`config.mk`:
```
export PLATFORM = sky130hd
export DESIGN_NAME = byte_stream_framer
export DESIGN_NICKNAME = d
export VERILOG_FILES = /design/src/rtl/byte_stream_framer.sv
export SDC_FILE = /design/constraint.sdc
export NUM_CORES = 1
export LEC_CHECK = 0
export ABC_CLOCK_PERIOD_IN_PS = 2700
export CAP_MARGIN = 20
export CORE_UTILIZATION = 62
export CTS_CLUSTER_DIAMETER = 150
export CTS_CLUSTER_SIZE = 24
export DETAILED_ROUTE_END_ITERATION = 10
export PLACE_DENSITY = 0.8
export SLEW_MARGIN = 20
export SYNTH_ARGS = -nofsm -noshare
export SYNTH_HDL_FRONTEND = slang
export SYNTH_SLANG_ARGS = --single-unit
```
`constraint.sdc`:
```
create_clock -name CLK -period 2.7 [get_ports CLK]
set_input_delay 0.27 -clock CLK [delete_from_list [all_inputs] [get_ports CLK]]
set_output_delay 0.27 -clock CLK [all_outputs]
set_load 0.02 [all_outputs]
```
`src/rtl/byte_stream_framer.sv`:
```
// Pulls bytes from an FWFT byte FIFO into a frame buffer and transmits each frame
// to a ready/valid byte sink as SOF, LEN, payload, CHK (8-bit payload sum).
module byte_stream_framer #(
  parameter int          MAX_LEN = 64,
  parameter int          TIMEOUT = 1000,
  parameter logic [7:0]  SOF     = 8'hA5
) (
  input  logic        CLK,
  input  logic        RST,
  input  logic        FIFO_EMPTY,
  input  logic [7:0]  FIFO_DATA,
  output logic        FIFO_READ,
  input  logic        TX_READY,
  output logic        TX_VALID,
  output logic [7:0]  TX_DATA,
  output logic        BUSY,
  output logic [15:0] FRAME_CNT
);

  localparam int IDX_W  = (MAX_LEN > 1) ? $clog2(MAX_LEN) : 1;
  localparam int IDLE_W = (TIMEOUT > 1) ? $clog2(TIMEOUT) : 1;
  localparam logic [7:0]        MAX_FILL  = 8'(MAX_LEN);
  localparam logic [IDLE_W-1:0] IDLE_LAST = IDLE_W'(TIMEOUT - 1);

  typedef enum logic [2:0] {
    COLLECT,
    SEND_SOF,
    SEND_LEN,
    SEND_PAY,
    SEND_CHK
  } state_t;

  state_t             state_q, state_d;
  logic [7:0]         fill_q, fill_d;
  logic [7:0]         rd_ptr_q, rd_ptr_d;
  logic [IDLE_W-1:0]  idle_q, idle_d;
  logic [7:0]         sum_q, sum_d;
  logic               tx_valid_q, tx_valid_d;
  logic [7:0]         tx_data_q, tx_data_d;
  logic [15:0]        frame_cnt_q, frame_cnt_d;

  logic [7:0]         mem_q [MAX_LEN];
  logic               mem_we;
  logic               pop;
  logic               accept;

  always_comb begin
    state_d     = state_q;
    fill_d      = fill_q;
    rd_ptr_d    = rd_ptr_q;
    idle_d      = idle_q;
    sum_d       = sum_q;
    tx_valid_d  = tx_valid_q;
    tx_data_d   = tx_data_q;
    frame_cnt_d = frame_cnt_q;
    mem_we      = 1'b0;
    pop         = 1'b0;
    accept      = tx_valid_q && TX_READY;

    case (state_q)
      COLLECT: begin
        pop = !RST && !FIFO_EMPTY && (fill_q < MAX_FILL);
        if (pop) begin
          mem_we = 1'b1;
          fill_d = fill_q + 8'd1;
          sum_d  = sum_q + FIFO_DATA;
          idle_d = '0;
        end else if (fill_q != 8'd0) begin
          // A pop always wins over the idle timeout, so closing is only decided here.
          if ((fill_q == MAX_FILL) || (idle_q == IDLE_LAST)) begin
            state_d    = SEND_SOF;
            tx_data_d  = SOF;
            tx_valid_d = 1'b1;
            idle_d     = '0;
          end else begin
            idle_d = idle_q + 1'b1;
          end
        end else begin
          idle_d = '0;
        end
      end
      SEND_SOF: begin
        if (accept) begin
          tx_data_d = fill_q;
          state_d   = SEND_LEN;
        end
      end
      SEND_LEN: begin
        if (accept) begin
          tx_data_d = mem_q[0];
          rd_ptr_d  = 8'd1;
          state_d   = SEND_PAY;
        end
      end
      SEND_PAY: begin
        if (accept) begin
          if (rd_ptr_q == fill_q) begin
            tx_data_d = sum_q;
            state_d   = SEND_CHK;
          end else begin
            tx_data_d = mem_q[rd_ptr_q[IDX_W-1:0]];
            rd_ptr_d  = rd_ptr_q + 8'd1;
          end
        end
      end
      SEND_CHK: begin
        if (accept) begin
          tx_valid_d  = 1'b0;
          fill_d      = 8'd0;
          sum_d       = 8'd0;
          idle_d      = '0;
          frame_cnt_d = frame_cnt_q + 16'd1;
          state_d     = COLLECT;
        end
      end
      default: begin
        state_d = COLLECT;
      end
    endcase
  end

  always_ff @(posedge CLK) begin
    if (RST) begin
      state_q     <= COLLECT;
      fill_q      <= 8'd0;
      rd_ptr_q    <= 8'd0;
      idle_q      <= '0;
      sum_q       <= 8'd0;
      tx_valid_q  <= 1'b0;
      tx_data_q   <= 8'd0;
      frame_cnt_q <= 16'd0;
    end else begin
      state_q     <= state_d;
      fill_q      <= fill_d;
      rd_ptr_q    <= rd_ptr_d;
      idle_q      <= idle_d;
      sum_q       <= sum_d;
      tx_valid_q  <= tx_valid_d;
      tx_data_q   <= tx_data_d;
      frame_cnt_q <= frame_cnt_d;
    end
  end

  // Payload storage needs no reset: only indices below fill are ever read.
  always_ff @(posedge CLK) begin
    if (mem_we) begin
      mem_q[fill_q[IDX_W-1:0]] <= FIFO_DATA;
    end
  end

  assign FIFO_READ = pop;
  assign TX_VALID  = tx_valid_q;
  assign TX_DATA   = tx_data_q;
  assign FRAME_CNT = frame_cnt_q;
  assign BUSY      = (state_q != COLLECT) || (fill_q != 8'd0);

endmodule

```
# [Word level (Yosys, flattened, before mapping)]
# Memories as Yosys holds them, arrays and structs flattened. A register that Yosys moved wholly into a read port is not among the register bits.
# Cells that the tools add are included.
[word_totals] reg_bits=62 out_inout_bits=27 mem_count=1 in_bits=12 ram_bits=512
[memory_table] memory="mem_q" depth=64 width=8 rd=2 rd_ports_with_merged_regs=1 wr=1 line_no="42" rtl="logic [7:0] mem_q [MAX_LEN];"
[classes] magnitude_cmp=1 n_reduce_logical=20 eq_ne=17 muxes=43 addsub=5
[op_table] cell="$mux W8" count=13
[op_table] cell="$pmux W8 S2" count=3
[op_table] cell="$mux W10" count=4
[op_table] cell="$pmux W8 S4" count=1
[op_table] cell="$mux W3" count=8
[op_table] cell="$ne A2 B2 Y1 const B" count=10
[op_table] cell="$pmux W10 S2" count=1
[op_table] cell="$add A16 B1 Y16 const B" count=1
[op_table] cell="$add A8 B1 Y8 const B" count=2
[op_table] cell="$pmux W3 S5" count=1
[op_table] cell="$mux W6" count=2
[op_table] cell="$add A10 B1 Y10 const B" count=1
[op_table] cell="$eq A10 B10 Y1 const B" count=1
[op_table] cell="$mux W1" count=9
[op_table] cell="$add A8 B8 Y8" count=1
[op_table] cell="$eq A8 B7 Y1 const B" count=1
[op_table] cell="$eq A8 B8 Y1" count=1
[op_table] cell="$lt A8 B7 Y1 const B" count=1
[op_table] cell="$reduce_and A8 Y1" count=1
[op_table] cell="$reduce_bool A8 Y1" count=1
[op_table] cell="$reduce_and A7 Y1" count=1
[op_table] cell="$eq A3 B2 Y1 const B" count=2
[op_table] cell="$reduce_and A5 Y1" count=1
[op_table] cell="$reduce_and A2 Y1" count=2
[op_table] cell="other kinds (12)" count=17

# [Longest topological paths before layout]
[logic_depth] word_depth=7 depth_mapped=11 mapped_depth_nobuf=8

# [Worst setup path after synthesis]
# Ideal clock, no wire load.
[synth_path] path_kind="register -> register" start="register with a tool-made name" end="register tx_data_q[0], in the netlist TX_DATA[0]" t_required_ns=2.569 stages_incl_launch_ff=9 n_path_buf=2 synth_period_minus_slack_ns=2.336 arrival_ns=2.205 setup_slack_ns=0.364 path_cell_list="dfxtp_1 buf_6 buf_2 mux4_2 a22oi_1 nand2_1 a211o_1 a221oi_2 nor3_1"
[synth_lines] item="end signal, assigned" line_no="139" rtl="tx_data_q <= tx_data_d;"
[synth_lines] item="end, declared" line_no="39" rtl="logic [7:0] tx_data_q, tx_data_d;"

==> qor.yml <==
setup_path:
  crit_path_end: "TX_DATA[6]"
  rrSetupSlack_ps: 20
  required_ps: 3160
  arrival_ps: 3140
  cp_cell_sequence: "buf_12 -> mux4_2 -> a22oi_1 -> and3_1 -> nor4_1 -> o2111ai_1 -> o211ai_1"
  critPathMaxStageDelay_ps: 560
  crit_fanout: 37
  r2r_end: "TX_DATA[6]"
  cp-end-kind: "flip-flop"
  ff2ff_path_depth: 7
  criticalPathCategory: "flip-flop to flip-flop"
  slowest_stage: "mux4_2"
  cp-start-kind: "flip-flop"
timing:
  slew-limit-headroom: 0.414
  worstMarginPinSlew_ps: 876
  setup_slack_ps: 23.2
  period_needed_ps: 2680
  finClkSkew_ps: 35.1
  finalSetupViolCount: 0
  hold_viol_final: 0
  final-max-slew-violation-count: 0
  max_freq_mhz: 374
  rsz0062_at_grt: "true"
  timing.final.crit_share: 0.991
synth:
  seq_area_frac_synth: 0.718
  syn_nets: 1343
  synth-edff-count: 512
  yosysTopAreaCellShare: 0.660
  syn_inst: 1318
  async_flop_share: 0
  ys_warn_count: 0
  yosys.area.top_type: "edfxtp_1"
  synthTopCellsByArea: "edfxtp_1 (66%), mux4_2 (12%), dfxtp_1 (5.8%)"
  synth.avg_cell_area_sq_um: 17.7
  synth_seq_cells: 580
  synth_area_sq_mm: 0.0233
  ys.flop_type: "edfxtp_1"
  synth_cell_types: 63
detailed_routing:
  routed_wl_um: 55700
  first_pass_iters: 5
  route.detailed.drc: 0
  ant_nets: 0
  vias_per_cell: 6.77
  first_iter_violations: 1688
  wl_per_cell_um: 28.6
  num_vias: 13200
clocking:
  cts_buffer_depth: 3
  path_clk_slew_ps: 100
  root_buffer: "clkbuf_16"
  htree_num_levels: 1
  cts_hold_buf: 0
  clock_sinks: 580
  clkLatencyLatePin_ps: 590
  numCtsBuffers: 28
  cts_tree: "done"
layout:
  syn_to_final_growth_pct: 11.0
  final_common_cell: "edfxtp_1"
  drive_above_1_share: 0.218
  nNetsFinal: 1482
  final_cell_mix: "edfxtp_1 (512), nor2_1 (133), buf_4 (129)"
  n_antenna_cell: 0
  regArea_sq_mm: 0.0167
  multi_input_area_sq_mm: 0.00616
  num-fill-cells: 2241
  fin_util: 0.703
placed_design:
  dpl_worst_slack_ps: -112
  dp_hpwl_um: 36000
  io_buffers: 38
  gp_congestion: 0.952
global_route:
  grt_pass1_vias: 12900
  grt_overflow: 0
  grt_antenna_before_repair: 0
  grt_max_degree: 65
  gr-usage-all-layers: 0.295
  grt_pass1_wl_um: 82300
die:
  io_pins: 39
  fp.dieArea_sq_mm: 0.0384
  initial_core_util: 0.633
  die_h_um: 196
  core_sq_mm: 0.0368
  die_x_um: 196
  rows: 70
power:
  power_leakage_nw: 8.11
  powerDensity_mw_per_mm2: 590
  ir_drop_mv: 0.502
run_status:
  status: "complete, no violations"
worst_hold_path:
  hp-class: "input port to flip-flop"
job:
  maxCapViolations: 0
-- final cells by class --
cell class	instances	area share
Tap cell	468	0.0226
Clock inverter	1	0.000774
Timing Repair Buffer	175	0.0572
Sequential cell	580	0.648
Clock buffer	51	0.0313
Multi-Input combinational cell	657	0.238
Inverter	15	0.00218
-- where the power goes --
part	internal [mW]	switching, mW	leakage, nW	total, mW
Combinational	0.220	0.476	2.56	0.696
Sequential	9.78	0.0545	5.16	9.84
Clock	2.05	2.67	0.393	4.72
Total	12.1	3.20	8.11	15.3
-- worst max-delay path, delay by kind of cell, from the launching register on --
family / cells / cell delay, ps
multiplexers: 1 / 560
AO/OA/AOI/OAI: 3 / 730
flip-flops: 1 / 520
buffers and inverters: 1 / 300
AND/OR/NAND/NOR: 2 / 390
-- through the flow --
| step | hold WS, ps | cells | power [mW] | area [sq um] | TNS [ps] |
|---|---|---|---|---|---|
| after floorplan | 369 | 1318 | 10.4 | 23300 | 0 |
| after global placement | 466 | 1890 | 10.7 | 25000 | -4980 |
| after detailed placement | 482 | 1890 | 10.7 | 25000 | -3650 |
| after CTS | 133 | 1946 | 15.3 | 25800 | 0 |
| after global routing | 141 | 1947 | 15.6 | 25900 | -457 |
| final | 168 | 1947 | 15.3 | 25900 | 0 |
-- flip-flops by register name, summed over array words and instances (netlist names), named ones only --
name and cells:
TX_VALID 1, FRAME_CNT 16, sum_q 8, mem_q 512, TX_DATA 8, fill_q 8, rd_ptr_q 8, state_q 3
idle_q 10
-- logic make-up (layout without fill, tap and decap cells) --
family,after synthesis,in the layout,synth area share
DFF,580,580,0.718
and+or+nand+nor,293,293,0.0583
AOI/OAI and AO/OA,164,164,0.0486
muxes,147,147,0.135
buffers and inverters,81,242,0.0175
xor gates and xnor gates,40,40,0.0150
adders and majority gates,13,13,0.00730
-- cells in the mapped netlist (all sizes together) (14+ instances only) --
master,number
a211oi,15
a21oi,29
a22oi,39
and3,14
buf,36
clkbuf,30
dfxtp,68
edfxtp,512
inv,14
mux4,132
nand2,61
nor2,133
o21ai,21
xnor2,21
xor2,19
-- worst min path at each step --
| stage | startpoint | endpoint | slack (ps) | depth (start not counted) |
|---|---|---|---|---|
| final | FIFO_DATA[1] | mem_q[46][1] | 170 | 2 |
| after global routing | FIFO_DATA[1] | mem_q[46][1] | 140 | 2 |
| after CTS | FIFO_DATA[1] | mem_q[46][1] | 130 | 2 |
| after detailed placement | FRAME_CNT[15] | FRAME_CNT[15] | 480 | 2 |
| after global placement | FRAME_CNT[15] | FRAME_CNT[15] | 470 | 2 |
| after floorplan | FIFO_DATA[0] | mem_q[0][0] | 370 | 0 |
-- metal layers --
layer	track usage	up-vias	routed length [um]	share of wire
met2	0.470	844	26700	0.48
li1	-	5542	-	-
met1	0.427	6654	21000	0.38
met3	0.0370	138	5770	0.10
met4	0.111	0	2280	0.041
met5	0	-	0	0
-- what timing repair did --
item | CTS | global route
setup buffers | 4 | 0
gates cloned | 0 | 1
hold endpoints to repair | 0 | 0
gates resized for setup | 2 | 4
setup endpoints to repair | 5 | 36
(Power assumes the default switching activity.)
